--- src/rtl/poly_arbiter_if.sv ---
// Request/result bundle between requesters, the arbiter and the evaluator.
// slave: arbiter side (requests + evaluator answers in, grants/results out).
// master: the side that raises requests and plays the evaluator.
interface poly_arbiter_if #(
    parameter int N = 4
);
    localparam int IW = $clog2(N);

    logic [N-1:0]    Req;
    logic [32*N-1:0] Operands;
    logic [N-1:0]    Done;
    logic            Error;
    logic [7:0]      Result;
    logic            Busy;
    logic [IW-1:0]   GrantId;
    logic            EvalGo;
    logic [7:0]      EvalData;
    logic            EvalValid;
    logic [7:0]      EvalResult;

    modport slave (
        input  Req, Operands, EvalValid, EvalResult,
        output Done, Error, Result, Busy, GrantId,
        output EvalGo, EvalData
    );

    modport master (
        output Req, Operands, EvalValid, EvalResult,
        input  Done, Error, Result, Busy, GrantId,
        input  EvalGo, EvalData
    );
endinterface

--- src/rtl/poly_arbiter.sv ---
// Round-robin arbiter sharing one serial quadratic evaluator among N requesters.
// Ports: Clock, Resetn (async, active-low) and bus (poly_arbiter_if.slave).
module poly_arbiter #(
    parameter int N       = 4,
    parameter int TIMEOUT = 32
) (
    input  logic          Clock,
    input  logic          Resetn,
    poly_arbiter_if.slave bus
);
    localparam int IW  = $clog2(N);
    localparam int WDW = $clog2(TIMEOUT + 1);
    localparam logic [WDW-1:0] WD_LAST = WDW'(TIMEOUT - 1);

    localparam logic [2:0] S_IDLE = 3'd0;
    localparam logic [2:0] S_HI   = 3'd1;
    localparam logic [2:0] S_LO   = 3'd2;
    localparam logic [2:0] S_WAIT = 3'd3;
    localparam logic [2:0] S_DONE = 3'd4;

    logic [2:0]     state;
    logic [IW-1:0]  ptr;
    logic [1:0]     k;
    logic [WDW-1:0] wd;
    logic [31:0]    op_q;

    logic [2*N-1:0] dbl;
    logic [N-1:0]   rot;
    logic [IW-1:0]  off;
    logic [IW:0]    sum;
    logic           pick_ok;
    logic [IW-1:0]  pick_id;
    logic [31:0]    pick_ops;
    logic [7:0]     nxt_byte;
    logic [N-1:0]   grant_oh;

    // Rotate requests so bit 0 is the pointer slot; lowest set bit wins.
    always_comb begin
        dbl     = {bus.Req, bus.Req} >> ptr;
        rot     = dbl[N-1:0];
        pick_ok = 1'b0;
        off     = '0;
        for (int j = N - 1; j >= 0; j--) begin
            if (rot[j]) begin
                pick_ok = 1'b1;
                off     = IW'(j);
            end
        end
        sum = {1'b0, ptr} + {1'b0, off};
        if (sum >= (IW + 1)'(N))
            sum = sum - (IW + 1)'(N);
        pick_id = sum[IW-1:0];
    end

    always_comb begin
        pick_ops = bus.Operands[31:0];
        for (int i = 0; i < N; i++) begin
            if (IW'(i) == pick_id)
                pick_ops = bus.Operands[32*i +: 32];
        end
    end

    // Operand that follows the one just sent (order A, B, C, x).
    always_comb begin
        nxt_byte = op_q[7:0];
        case (k)
            2'd0:    nxt_byte = op_q[23:16];
            2'd1:    nxt_byte = op_q[15:8];
            default: nxt_byte = op_q[7:0];
        endcase
    end

    assign grant_oh = {{(N-1){1'b0}}, 1'b1} << bus.GrantId;

    always_ff @(posedge Clock or negedge Resetn) begin
        if (!Resetn) begin
            state        <= S_IDLE;
            ptr          <= '0;
            k            <= '0;
            wd           <= '0;
            op_q         <= '0;
            bus.Done     <= '0;
            bus.Error    <= 1'b0;
            bus.Result   <= '0;
            bus.Busy     <= 1'b0;
            bus.GrantId  <= '0;
            bus.EvalGo   <= 1'b0;
            bus.EvalData <= '0;
        end else begin
            bus.Done <= '0;
            case (state)
                S_IDLE: begin
                    if (pick_ok) begin
                        op_q         <= pick_ops;
                        bus.GrantId  <= pick_id;
                        bus.Busy     <= 1'b1;
                        k            <= '0;
                        bus.EvalGo   <= 1'b1;
                        bus.EvalData <= pick_ops[31:24];
                        state        <= S_HI;
                    end
                end
                S_HI: begin
                    bus.EvalGo <= 1'b0;
                    state      <= S_LO;
                end
                S_LO: begin
                    if (k == 2'd3) begin
                        wd    <= '0;
                        state <= S_WAIT;
                    end else begin
                        k            <= k + 2'd1;
                        bus.EvalGo   <= 1'b1;
                        bus.EvalData <= nxt_byte;
                        state        <= S_HI;
                    end
                end
                S_WAIT: begin
                    wd <= wd + 1'b1;
                    // A real answer beats a simultaneous timeout.
                    if (bus.EvalValid) begin
                        bus.Result <= bus.EvalResult;
                        bus.Error  <= 1'b0;
                        bus.Done   <= grant_oh;
                        state      <= S_DONE;
                    end else if (wd == WD_LAST) begin
                        bus.Result <= '0;
                        bus.Error  <= 1'b1;
                        bus.Done   <= grant_oh;
                        state      <= S_DONE;
                    end
                end
                S_DONE: begin
                    bus.Busy <= 1'b0;
                    ptr      <= (bus.GrantId == IW'(N - 1)) ?
                                '0 : bus.GrantId + 1'b1;
                    state    <= S_IDLE;
                end
                default: state <= S_IDLE;
            endcase
        end
    end
endmodule

--- src/flat_wrapper.sv ---
// flat-port wrapper written by rule: the top's interface ports become plain ports
module poly_arbiter_flat 
#(
    parameter int N       = 4,
    parameter int TIMEOUT = 32
)
  (Clock, Resetn, bus_Req, bus_Operands, bus_EvalValid, bus_EvalResult, bus_Done, bus_Error, bus_Result, bus_Busy, bus_GrantId, bus_EvalGo, bus_EvalData);
  poly_arbiter_if #(.N(N)) bus_i ();
  input  logic Clock;
  input  logic Resetn;
  input wire logic [$bits(bus_i.Req)-1:0] bus_Req;
  input wire logic [$bits(bus_i.Operands)-1:0] bus_Operands;
  input wire logic [$bits(bus_i.EvalValid)-1:0] bus_EvalValid;
  input wire logic [$bits(bus_i.EvalResult)-1:0] bus_EvalResult;
  output wire logic [$bits(bus_i.Done)-1:0] bus_Done;
  output wire logic [$bits(bus_i.Error)-1:0] bus_Error;
  output wire logic [$bits(bus_i.Result)-1:0] bus_Result;
  output wire logic [$bits(bus_i.Busy)-1:0] bus_Busy;
  output wire logic [$bits(bus_i.GrantId)-1:0] bus_GrantId;
  output wire logic [$bits(bus_i.EvalGo)-1:0] bus_EvalGo;
  output wire logic [$bits(bus_i.EvalData)-1:0] bus_EvalData;
  assign bus_i.Req = bus_Req;
  assign bus_i.Operands = bus_Operands;
  assign bus_i.EvalValid = bus_EvalValid;
  assign bus_i.EvalResult = bus_EvalResult;
  assign bus_Done = bus_i.Done;
  assign bus_Error = bus_i.Error;
  assign bus_Result = bus_i.Result;
  assign bus_Busy = bus_i.Busy;
  assign bus_GrantId = bus_i.GrantId;
  assign bus_EvalGo = bus_i.EvalGo;
  assign bus_EvalData = bus_i.EvalData;
  poly_arbiter #(.N(N), .TIMEOUT(TIMEOUT)) u_core (.Clock(Clock), .Resetn(Resetn), .bus(bus_i));
endmodule
--- config.mk ---
export PLATFORM = sky130hd
export DESIGN_NAME = poly_arbiter_flat
export DESIGN_NICKNAME = d
export VERILOG_FILES = /design/src/rtl/poly_arbiter_if.sv /design/src/rtl/poly_arbiter.sv /design/src/flat_wrapper.sv
export SDC_FILE = /design/constraint.sdc
export NUM_CORES = 1
export LEC_CHECK = 0
export BUFFER_PORTS_ARGS = -buffer_cell sky130_fd_sc_hd__clkbuf_2
export CORE_MARGIN = 2
export CORE_UTILIZATION = 40
export DETAILED_ROUTE_END_ITERATION = 8
export GPL_ROUTABILITY_DRIVEN = 0
export PLACE_DENSITY = 0.74
export SETUP_SLACK_MARGIN = 0.2
export SLEW_MARGIN = 40
export SYNTH_ARGS = -nofsm -noshare
export SYNTH_HDL_FRONTEND = slang
export SYNTH_SLANG_ARGS = --single-unit
--- constraint.sdc ---
create_clock -name Clock -period 2.6 [get_ports Clock]
set_input_delay 0.52 -clock Clock [delete_from_list [all_inputs] [get_ports Clock]]
set_output_delay 0.52 -clock Clock [all_outputs]
set_load 0.1 [all_outputs]
### After elaboration in Yosys (flattened, before gate mapping)

Cells that the tools add are included.

| word-level totals | value |
|---|---|
| logic and storage cells | 87 |
| register bits after elaboration | 62 |
| input port bits | 143 |
| output and inout bits | 25 |

| cells by class | value |
|---|---|
| reductions and logical operators | 14 |
| shifts and indexed selects | 2 |
| $add $sub $neg | 5 |
| equality and inequality tests | 15 |
| multiplexer cells | 38 |
| $lt $le $gt $ge | 1 |

Operators with widths:

| cell | count |
|---|---|
| $mux 32 | 3 |
| $mux 8 | 4 |
| $pmux 8 s2 | 2 |
| $mux 2 | 9 |
| $mux 4 | 3 |
| $pmux 3 s4 | 1 |
| $pmux 6 s2 | 1 |
| $reduce_and 2->1 | 5 |
| $mux 3 | 3 |
| $mux 1 | 8 |
| $reduce_bool 2->1 | 4 |
| $shr 8x2->4 | 1 |
| $add 6x1->6 const B | 1 |
| $eq 3x2->1 const B | 2 |
| $eq 6x5->1 const B | 1 |
| $mux 6 | 1 |
| $reduce_and 3->1 | 2 |
| $add 2x1->2 const B | 2 |
| $eq 2x2->1 const A | 2 |
| $eq 2x2->1 const B | 2 |
| $ne 2x1->1 const B | 2 |
| $pmux 2 s2 | 1 |
| $shl 1x2->4 const A | 1 |
| $add 2x2->3 | 1 |
| other kinds (13) | 13 |

### Depth between registers and ports, before layout

Gate-level depths: netlist of run 1.

| depth | value |
|---|---|
| depth after elaboration | 14 |
| depth in mapped cells | 13 |
| gate-level depth less buffers | 11 |

### Worst setup path before layout of run 1

Ideal clock, no wire load.

| timing | value |
|---|---|
| path type | flip-flop to flip-flop |
| from | register u_core.ptr[0] |
| to | register u_core.op_q[10] |
| arrival time | 2.409 ns |
| setup slack | 0.052 ns |
| period minus slack after synthesis | 2.548 ns |
| stages on the path, launching flop included | 13 |
| required time | 2.462 ns |
| setup time | 0.138 ns |
| cell sequence | dfrtp_1 -> buf_2 -> nand2b_1 -> o22ai_1 -> o21ai_0 -> o221ai_1 -> ha_1 -> xnor2_1 -> xnor2_1 -> buf_4 -> buf_4 -> mux2i_1 -> o211ai_1 |

| on the way | value |
|---|---|
| word-level cells in the longest chain between the ends | 12 |

RTL lines:

| what | line | source |
|---|---|---|
| start, declared | poly_arbiter.sv:22 | `logic [IW-1:0] ptr;` |
| start signal, assigned | poly_arbiter.sv:135 | `ptr <= (bus.GrantId == IW'(N - 1)) ?` |
| $shr 8x2->4 | poly_arbiter.sv:39 | `dbl = {bus.Req, bus.Req} >> ptr;` |
| $mux 2 (4 in series) | poly_arbiter.sv:44 | `if (rot[j]) begin` |
| $add 2x2->3 | poly_arbiter.sv:49 | `sum = {1'b0, ptr} + {1'b0, off};` |
| $ge 3x3->1 / $sub 2x1->2 (equally long branches) | poly_arbiter.sv:50, poly_arbiter.sv:51 |  |
| $mux 2 | poly_arbiter.sv:50 | `if (sum >= (IW + 1)'(N))` |
| $eq 1x2->1 | poly_arbiter.sv:58 | `if (IW'(i) == pick_id)` |
| $mux 32 (3 in series) | poly_arbiter.sv:58 |  |
| end signal, assigned | poly_arbiter.sv:94 | `op_q <= pick_ops;` |
| end, declared | poly_arbiter.sv:25 | `logic [31:0] op_q;` |

Several ways; a longest one is shown, not always the timed one.
A chain may end at the register's enable or synchronous reset.

### Final worst setup path of run 1

| timing | value |
|---|---|
| from | register u_core.ptr[0] |
| to | register u_core.op_q[1] |

| on the way | value |
|---|---|
| word-level cells in the longest chain between the ends | 12 |

RTL lines:

| what | line | source |
|---|---|---|
| $shr 8x2->4 | poly_arbiter.sv:39 |  |
| $mux 2 (4 in series) | poly_arbiter.sv:44 |  |
| $add 2x2->3 (*) | poly_arbiter.sv:49 |  |
| $ge 3x3->1 / $sub 2x1->2 (equally long branches) | poly_arbiter.sv:50, poly_arbiter.sv:51 |  |
| $mux 2 (*) | poly_arbiter.sv:50 |  |
| via u_core.sum[0] | poly_arbiter.sv:30 | `logic [IW:0] sum;` |
| $eq 1x2->1 | poly_arbiter.sv:58 |  |
| $mux 32 (2 in series) | poly_arbiter.sv:58 |  |
| $mux 32 (*) | poly_arbiter.sv:58 |  |

Mark *: on every way through the listed nets, which the timed path passes. The rest lies on a longest branch.

==> impl_results.md, run 1 <==
* Die width at 108 um
* # hold bufs at CTS at 0
* Worst min-delay path class: in -> async
* P per Cell Area at ~1500 mW/mm^2
* Clock Tree Buf Depth at 2
* Vias in the first global route at 4468
* Post-Syn Area at 0.00433 mm^2
* CP Data Required Time at roughly 2.9 ns
* Worst reg2reg path depth at 12
* Critical path class: reg -> reg
* Leakage at about 2.9 nW
* N_diodes at 0
* Worst Setup SP: u_core.ptr[0]$_DFFE_PN0P_
* Max Clk Rate at approximately 400 MHz
* Layout cells sized above 1 at 39.8%
* Worst hold margin at 0.115 ns
* TritonCTS Buffers at 9
* Number of nets in the layout at around 850
* Worst Path Arrival at roughly 2.7 ns
* Port Buffer Count at between 150 and 200
* First-pass GRT wire length at between 20000 and 25000 um
* Dominant cell type by area after synthesis: dfrtp_1
* Die area at roughly 0.012 mm^2
* Worst VDD drop at 0.000837 V
* Ys flop type: dfrtp_1
* Netlist cell types at 42
* Ys Warns at 0
* Post-route DRC violation count at 0
* Number of synthesized flops with an enable pin at 0
* CP Capture Type: flip-flop
* Pins Over Slew Limit at 0
* Worst slew pin tran at 0.582 ns
* R2R Path Start: u_core.ptr[0]$_DFFE_PN0P_
* H-tree levels at 3
* Post-DP HPWL at around 9700 um
* Antenna-violating nets left at 0
* Setup Skew at around 0.0067 ns
* Clk slew on worst S/H paths at about 0.070 ns
* Final period util at 93.9%
* Async set or reset register ratio after synthesis at 100%
* Post-synthesis net count at roughly 650
* Cells along the critical path: nand2b_1 > o22ai_1 > o21ai_1 > o221ai_1 > ha_2 > buf_12 > and3_4 > buf_6 > clkbuf_16 > nand2_1 > mux2_1 > o211ai_1
* Initial Utilization at about two fifths
* FP Rows at 38
* Grt total ovfl at 0
* CP Launch Type: flip-flop
* Clk_lat worst skew at approximately 0.34 ns
* Final core utilization at roughly 58%
* Antenna violations before repair at 0
* First-pass iteration count of the detailed router at 5
* Gr usage total at between 20% and 30%
* Placed Cells at a little over 800
* Slowest-stage cell, CP: dfrtp_2
* Slowest Stage Delay on Critical Path at ~0.42 ns
* Vias at about 4.6k
* Non-Filler Instances at 846
* Status: finished, final reports clean
* Gate Count Post-Synth at about 500
* RSZ-0062 raised after global routing: true
* Filler cell count at around 950
* Slew HR at between 60% and 70%
* TritonCTS Sinks at 62
* Clk root buf: clkbuf_8
* Yosys top cell area share at a little over a third
* Final hold vios at 0
* WL final at between 10000 and 15000 um
* Final setup viols at 0
* Core box area at ~0.011 mm^2
* Crit path time final at ~2.4 ns
* Largest fanout on the critical path at 12
* Area contributors post-synth: dfrtp_1 36%, nand2_1 9.6%, mux2i_1 9.5%
* DR iter-0 viols at 229
* Ports at approximately 170
* Seq/Total Area, Yosys at about 36%
* Synth Area per Inst at 8.63 um^2
* Most common cell after layout, fill and taps aside: clkbuf_2
* Area growth from synthesis to layout at 43.5%
* Die height at roughly 110 um
* Largest net degree at the start of global routing at 28
* Max Cap Violations at 0
* Storage cell area at ~0.0016 mm^2
* CTS tree: built
* DR vias/cell at between 5 and 6
* Routed WL per cell at ~16 um
* Most frequent cells in the layout: 166 x clkbuf_2, 111 x nand2_1, 60 x dfrtp_1
* Number of synthesized register bits at 62
* Multi-input gate area at around 0.0028 mm^2
[stage by stage]
stage / setup TNS [ns] / setup WS, ns / area (um^2) / power (mW)
global placement: -0.796 / -0.0866 / 5600 / 7.71
finish: 0 / 0.160 / 6220 / 9.63
CTS: 0 / 0.170 / 5960 / 9.04
floorplan: 0 / 0.189 / 4350 / 5.99
detailed placement: -2.89 / -0.146 / 5600 / 7.88
global route: 0 / 0.0553 / 6220 / 10.2
[worst paths after layout]
kind                                                    endpoint  slack, ns
worst max-delay path                  u_core.op_q[1]$_DFFE_PN0P_       0.16
worst min-delay path                u_core.bus.Done[0]$_DFF_PN0_       0.11
worst max register to register        u_core.op_q[1]$_DFFE_PN0P_       0.16
worst min register to register          u_core.wd[5]$_DFFE_PN0P_       0.49
max in group asynchronous             u_core.op_q[0]$_DFFE_PN0P_       1.82
min in group Clock              u_core.bus.Result[3]$_DFFE_PN0P_       0.40
[cell usage after synthesis, drive strengths merged (2+ instances only)]
cell type and number:
a21oi 15, a311oi 2, inv 11, mux2i 41
a41oi 8, clkbuf 27, nor2 20, xor2 2
a221o 8, xnor2 2, or4 8, nand3 4
buf 12, mux2 34, a2111oi 9, and3 6
o21ai 25, and2 2, nor3 32, nand2b 4
o211ai 25, nand2 111, nand4 2, dfrtp 62
ha 9, a22o 10
[repair_timing]
item / 4_1_cts / 5_1_grt
gates cloned: 3 / 3
endpoints found under the hold margin: 0 / 0
pin swaps: 3 / 2
buffers inserted: 4 / 9
setup endpoints to repair: 32 / 32
gates resized for setup: 15 / 27
[state kept, by name (all words and copies together) (netlist names)]
signal	count
u_core.op_q	24
u_core.bus.EvalData	8
u_core.state	3
u_core.bus.Result	8
u_core.ptr	2
u_core.bus.Error	1
u_core.bus.GrantId	2
u_core.wd	6
u_core.bus.EvalGo	1
u_core.bus.Busy	1
u_core.k	2
u_core.bus.Done	4
[cell families after synthesis]
logic type                 synth area share, %
buffers and inverters                     4.88
xor gates and xnor gates                 0.808
DFF                                       35.8
and+or+nand+nor                           19.4
AOI/OAI and AO/OA                         18.2
muxes                                     18.3
adders and majority gates                 2.60
[routing by layer]
| layer | routed length [um] | part of all wire [%] | global-route usage [%] | up-vias |
|---|---|---|---|---|
| met5 | 0 | 0 | 0 | - |
| li1 | - | - | - | 2232 |
| met2 | 6760 | 49 | 39.0 | 179 |
| met1 | 5850 | 43 | 29.4 | 2135 |
| met3 | 826 | 6.0 | 4.22 | 28 |
| met4 | 268 | 2.0 | 7.05 | 0 |
[final cells by class]
cell class,instances,area share [%]
clock buffers,12,2.33
clock inverters,3,0.704
inverters,11,0.664
multi-input cells,390,44.2
flip-flops and latches,62,25.0
well taps,140,2.82
repair buffers,228,24.3
[power breakdown]
part | internal (mW) | switching [mW] | leakage (nW)
Sequential | 1.41 | 0.339 | 0.764
Combinational | 2.93 | 4.11 | 2.08
Clock | 0.466 | 0.379 | 0.0968
Total | 4.80 | 4.83 | 2.95
[critical path, delay by kind of cell (launching register included)]
kind                       cells  cell delay [ns]
DFF                            1             0.42
buffers and inverters          3             0.41
AOI/OAI and AO/OA              4             0.42
muxes                          1             0.29
adders and majority gates      1             0.40
and+or+nand+nor                3             0.39
Power figures use the tool's default switching activity.
==> run 2, diff against run 1 <==
- ABC_AREA: not set -> 1
==> impl_results.md, run 2 <==
* Gate Count Post-Synth at 668
* Synth Area per Inst at 6.63 um^2
* Gr usage total at 20.5%
* Adder-cell area share of the yosys netlist at 2.54%
* Max FFs per register at 24
* Worst reg2reg path depth at 18
* CP Data Required Time at 2.84 ns
* Routed WL per cell at between 10 and 15 um
* WP buf/inv at 4
* Slew HR at between 60 and 70%
* TritonCTS Sinks at a little over 60
* Ports at ~170
* Ys flop type: dfrtp_1
* Final worst setup slack at 0.0995 ns
* Max Cap Violations at 0
* Multi-input gate area at around 0.0024 mm^2
* Reg2reg end: u_core.op_q[11]$_DFFE_PN0P_
* Number of synthesized register bits at just over 60
* Multiplexer share of the synthesized area at 0%
* Filler cell count at between 1k and 1.5k
* Largest net degree at the start of global routing at 63
* Async set or reset register ratio after synthesis at 100%
* Die height at around 110 um
* CP Launch Type: flip-flop
* Core box area at 0.0108 mm^2
* Critical path class: reg -> reg
* Metal1 wirelength at roughly 5400 um
* Post-synthesis net count at about 800
* Seq/Total Area, Yosys at 35.0%
* Dominant cell type by area after synthesis: dfrtp_1
* Placed Cells at between 900 and 1k
* R2R Path Start: u_core.ptr[0]$_DFFE_PN0P_
* Initial Utilization at between 40% and 50%
* Port Buffer Count at 167
* Area growth from synthesis to layout at 38.8%
* Clk_lat worst skew at 0.35 ns
* Antenna violations before repair at 0
* Storage cell area at about 0.0016 mm^2
* Antenna-violating nets left at 0
* Setup TNS at 0 ns
* Grt total ovfl at 0
* Number of nets in the layout at ~1k
* FP Rows at 38
* Post-Synth Simple-Gate Area at between 30% and 40%
* Netlist cell types at 36
* Cells along the critical path: inv_4 > nand2_4 > nand3_2 > nand2_2 > nand3_2 > a21boi_2 > ha_2 > xnor2_2 > buf_4 > nand3_4 > buf_12 > nand3_4 > clkbuf_16 > nand2_1 > nand3_1 > nand3_1 > nand2_1 > nand2_1
* Layout cells sized above 1 at 37.0%
* Crit path time final at 2.50 ns
* Most frequent cells in the layout: 188 x nand2_1, 167 x clkbuf_2, 124 x inv_1
* Ys Warns at 0
* Status: finished, final reports clean
* N_diodes at 0
* TritonCTS Buffers at 9
* Setup Skew at ~0.014 ns
* DR vias/cell at 4.72
* CTS tree: built
* Met2 wire len at around 6300 um
* Worst Path Arrival at between 2 and 3 ns
* Top Registers: u_core.op_q (24), u_core.bus.EvalData (8), u_core.bus.Result (8)
* Clk root buf: clkbuf_8
* Clock Tree Buf Depth at 2
* Largest family of logic cells by synthesized area: simple AND/OR/NAND/NOR gates
* H-tree levels at 3
* Most common cell after layout, fill and taps aside: nand2_1
* Most flop-heavy register: u_core.op_q
* Worst hold margin at 0.244 ns
* Max layer used: met4
* Crit-path leading delay family: simple AND/OR/NAND/NOR gates
* Slowest-stage cell, CP: dfrtp_2
* First-pass GRT wire length at 19400 um
* Non-Filler Instances at 995
* Yosys top cell area share at a little over a third
* Vias at between 4k and 5k
* Compound-Gate Fraction of Synth Area at a little over a tenth
* Largest fanout on the critical path at 15
* Number of synthesized flops with an enable pin at 0
* Vias in the first global route at between 4k and 5k
* First-pass iteration count of the detailed router at 4
* Most common cell in the netlist: nand2_1
* RSZ-0062 raised after global routing: true
* Slowest Stage Delay on Critical Path at 0.45 ns
* Die width at between 100 and 150 um
* Worst slew pin tran at ~0.58 ns
* CP Capture Type: flip-flop
* Max Clk Rate at roughly 400 MHz
* Final setup viols at 0
* WL met3 at approximately 1000 um
* Top cell by count, worst path: nand2_1
* Worst min-delay path class: in -> async
* DR iter-0 viols at between 150 and 200
* Worst reg2reg setup slack at 0.1 ns
* WL final at 13000 um
* Post-route DRC violation count at 0
* Post-synthesis xor/xnor area fraction at less than 1%
* Clk slew on worst S/H paths at around 0.07 ns
* Post-Syn Area at 0.00443 mm^2
* Pre-CTS setup slack at -0.0864 ns
* Pins Over Slew Limit at 0
* Post-synth top cells: 217 x nand2_1, 125 x inv_1, 76 x nand3_1, 62 x dfrtp_1, 52 x o21ai_0
* Final hold vios at 0
* Area contributors post-synth: dfrtp_1 35%, nand2_1 18%, inv_1 11%
* Final period util at a little over nine tenths
* Post-DP HPWL at slightly above 9000 um
* Die area at approximately 0.012 mm^2
-- run 2: cell count changes in the layout (fill, tap and decap cells not counted), sizes merged, moves of 8 or more --
cell | previous run | this run
nand3 | 4 | 85
a2111oi | 9 | 0
inv | 12 | 131
mux2 | 34 | 0
a221o | 8 | 0
a41oi | 8 | 0
o211ai | 25 | 0
o21ai | 25 | 54
nand2 | 111 | 224
mux2i | 41 | 0
or4 | 8 | 0
buf | 59 | 31
nor3 | 32 | 3
-- run 2: layout make-up --
type / count / share of cell area (%)
clock inverters: 3 / 0.733
multi-input cells: 439 / 39.3
repair buffers: 202 / 20.7
flip-flops and latches: 62 / 25.3
well taps: 140 / 2.85
clock buffers: 11 / 2.46
inverters: 138 / 8.65
-- run 2: how the worst max path moves through the flow --
stage	start	to	slack, ns	cells after the start
global route	u_core.ptr[0]$_DFFE_PN0P_	u_core.op_q[11]$_DFFE_PN0P_	-0.03	18
CTS	u_core.ptr[0]$_DFFE_PN0P_	u_core.op_q[2]$_DFFE_PN0P_	0.13	18
floorplan	bus_Req[1]	u_core.op_q[0]$_DFFE_PN0P_	0.28	18
global placement	bus_Req[1]	u_core.bus.EvalData[7]$_DFFE_PN0P_	0.01	17
finish	u_core.ptr[0]$_DFFE_PN0P_	u_core.op_q[11]$_DFFE_PN0P_	0.1	18
detailed placement	bus_Req[3]	u_core.bus.EvalData[7]$_DFFE_PN0P_	-0.09	17
-- run 2: what timing repair did --
item,in CTS,in global routing
endpoints found under the setup margin,32,32
hold buffers,0,0
gates cloned,0,5
gates resized for setup,9,69
setup buffers,2,3
pin swaps,2,31
-- run 2: layer usage --
layer	up-vias	global-route usage, %
li1	2426	-
met1	2065	25.8
met2	178	35.5
met3	25	4.78
met4	0	5.33
met5	-	0
-- run 2: worst register-to-register path, cell delays in order (launching register included) --
cell and delay [ns]:
dfrtp_2 0.45, inv_4 0.09, nand2_4 0.09, nand3_2 0.08, nand2_2 0.09, nand3_2 0.06, a21boi_2 0.13, ha_2 0.21
xnor2_2 0.13, buf_4 0.15, nand3_4 0.09, buf_12 0.14, nand3_4 0.14, clkbuf_16 0.21, nand2_1 0.05, nand3_1 0.07
nand3_1 0.09, nand2_1 0.09, nand2_1 0.05
-- run 2: cell families (layout without fill, tap and decap cells) --
kind of cell               count (synthesis)  count (layout)
and+or+nand+nor                          348             348
xor gates and xnor gates                   1               1
buffers and inverters                    167             354
adders and majority gates                  9               9
DFF                                       62              62
AOI/OAI and AO/OA                         81              81
-- run 2: stage by stage --
| step | instance area, um^2 | util [%] |
|---|---|---|
| 6_report | 6150 | 56.7 |
| 5_1_grt | 6150 | 56.7 |
| 4_1_cts | 5760 | 53.1 |
| 3_5_place_dp | 5510 | 50.8 |
| 3_3_place_gp | 5510 | 50.8 |
| 2_1_floorplan | 4430 | - |
Power of run 2 is left out: the tool's default activity adds up to more than one toggle a clock period on the data nets, which glitch-free logic cannot reach.
==> run 3, diff against run 2 <==
- ABC_AREA: 1 -> not set
- CORE_UTILIZATION: 40 -> 45
- GPL_TIMING_DRIVEN: not set -> 0
- PLACE_DENSITY: 0.74 -> 0.82
==> impl_results.md, run 3 (synthesis gave the netlist of run 1 again) <==
* Status: finished, violations left
* Violated checks: setup timing
* Worst VDD drop at about 0.001 V
* First-pass GRT wire length at 21600 um
* Ports at 168
* Core box area at 0.00928 mm^2
* Routed WL per cell at 17.5 um
* Worst min-delay path class: in -> async
* Die width at ~100 um
* Slew HR at a little over a third
* TritonCTS Buffers at 9
* Crit path time final at between 2 and 3 ns
* Max Cap Violations at 0
* Area growth from synthesis to layout at 50.5%
* Worst slew pin tran at between 0.9 and 1 ns
* Final worst setup slack at -0.0291 ns
* Vias at roughly 4.8k
* Largest net degree at the start of global routing at 43
* Filler cell count at 710
* DR iter-0 viols at around 230
* Most common cell after layout, fill and taps aside: clkbuf_2
* Pwr Total at ~11 mW
* DR vias/cell at 5.72
* CP Data Required Time at roughly 2.9 ns
* P per Cell Area at around 1600 mW/mm^2
* Max Clk Rate at around 380 MHz
* Antenna violations before repair at 0
* Finished layout cell area at about 0.0065 mm^2
* Clock Tree Buf Depth at 2
* Die area at between 0.01 and 0.015 mm^2
* Gr usage total at about a quarter
* Post-Place Cell Area at ~0.0054 mm^2
* Largest fanout on the critical path at 10
* Port Buffer Count at between 150 and 200
* Clk slew on worst S/H paths at 0.08 ns
* Pre-CTS setup slack at -0.609 ns
* Grt total ovfl at 0
* Most frequent cells in the layout: 170 x clkbuf_2, 111 x nand2_1, 62 x dfrtp_1
* Most flop-heavy register: u_core.op_q
* CTS tree: built
* First-pass iteration count of the detailed router at 5
* Setup Skew at approximately 0.01 ns
* Final period util at 101%
* H-tree levels at 3
* Clk_lat worst skew at approximately 0.35 ns
* WL final at between 10000 and 15000 um
* RSZ-0062 raised after global routing: true
* Layout cells sized above 1 at 43.5%
* TritonCTS Sinks at 62
* # hold bufs at CTS at 0
* Antenna-violating nets left at 0
* N_diodes at 0
* Post-route DRC violation count at 0
* Critical path class: reg -> reg
* Vias in the first global route at 4594
* Leakage at 3.03 nW
* Final hold vios at 0
* Worst Path Arrival at 2.89 ns
* Post-DP HPWL at about 10000 um
* Clk root buf: clkbuf_8
* Final setup viols at 11
* CP Launch Type: flip-flop
* Worst reg2reg path depth at 12
* Pins Over Slew Limit at 0
* CP Capture Type: flip-flop
* Top Registers: u_core.op_q (24), u_core.bus.EvalData (8), u_core.bus.Result (8)
* Number of nets in the layout at roughly 870
* Die height at approximately 100 um
* Max FFs per register at 24
* FP Rows at 35
* Initial Utilization at between 40% and 50%
## run 3: cell count changes in the layout (fill, tap and decap cells not counted), sizes merged, moves of 34 or more
cell,before,now
mux2,0,34
mux2i,0,41
nand2,224,111
inv,131,11
nand3,85,4
## run 3: layout make-up
class	instances	area (um^2)	share of cell area [%]
clock buffer	9	124	1.90
multi-input combinational	390	3050	46.7
inverter	11	45.0	0.690
tap	129	161	2.47
timing repair buffer	200	1160	17.8
clock inverter	7	72.6	1.11
buffer	39	359	5.50
sequential	62	1550	23.8
## run 3: final timing paths
path                                               endpoint  slack, ns                    startpoint
max                             u_core.op_q[17]$_DFFE_PN0P_      -0.03     u_core.ptr[0]$_DFFE_PN0P_
min                        u_core.bus.Result[0]$_DFFE_PN0P_       0.09                        Resetn
max reg2reg                     u_core.op_q[17]$_DFFE_PN0P_      -0.03     u_core.ptr[0]$_DFFE_PN0P_
min reg2reg                    u_core.bus.Error$_DFFE_PN0P_       0.50  u_core.bus.Error$_DFFE_PN0P_
max in group asynchronous        u_core.op_q[9]$_DFFE_PN0P_       1.99                        Resetn
min in group Clock         u_core.bus.Result[0]$_DFFE_PN0P_       0.38             bus_EvalResult[0]
## run 3: worst max-delay path, stage by stage (launching register included)
cell and delay (ns):
dfrtp_1 0.41, buf_6 0.15, nand2_1 0.12, o22ai_4 0.08, o21ai_2 0.17, o221ai_2 0.12, ha_4 0.22, xnor2_4 0.15
buf_12 0.14, xnor2_4 0.26, buf_4 0.26, mux2_1 0.36, o211ai_1 0.10
## run 3: power breakdown
group | internal [mW] | switching, mW
Combinational | 3.37 | 4.73
Clock | 0.443 | 0.418
Sequential | 1.40 | 0.299
## run 3: per-layer routing
| metal | vias up | routed length, um | global-route usage (%) |
|---|---|---|---|
| li1 | 2256 | - | - |
| met1 | 2279 | 5900 | 33.5 |
| met2 | 258 | 7370 | 44.8 |
| met3 | 54 | 1030 | 4.58 |
| met4 | 0 | 495 | 11.9 |
| met5 | - | 0 | 0 |
## run 3: what timing repair did
item,CTS,global route
setup endpoints to repair,34,33
resized for setup,78,85
hold endpoints to repair,0,0
pin swaps,6,15
buffers inserted,15,14
gates cloned,2,1
## run 3: stage by stage
stage	cells	TNS [ns]	utilization (%)	hold slack, ns
5_1_grt	847	-2.18	70.3	0.105
4_1_cts	832	0	64.6	0.0875
2_1_floorplan	502	0	-	0.224
3_3_place_gp	798	-13.71	57.6	0.479
6_report	847	-0.0948	70.3	0.0869
3_5_place_dp	799	-15.67	57.9	0.468
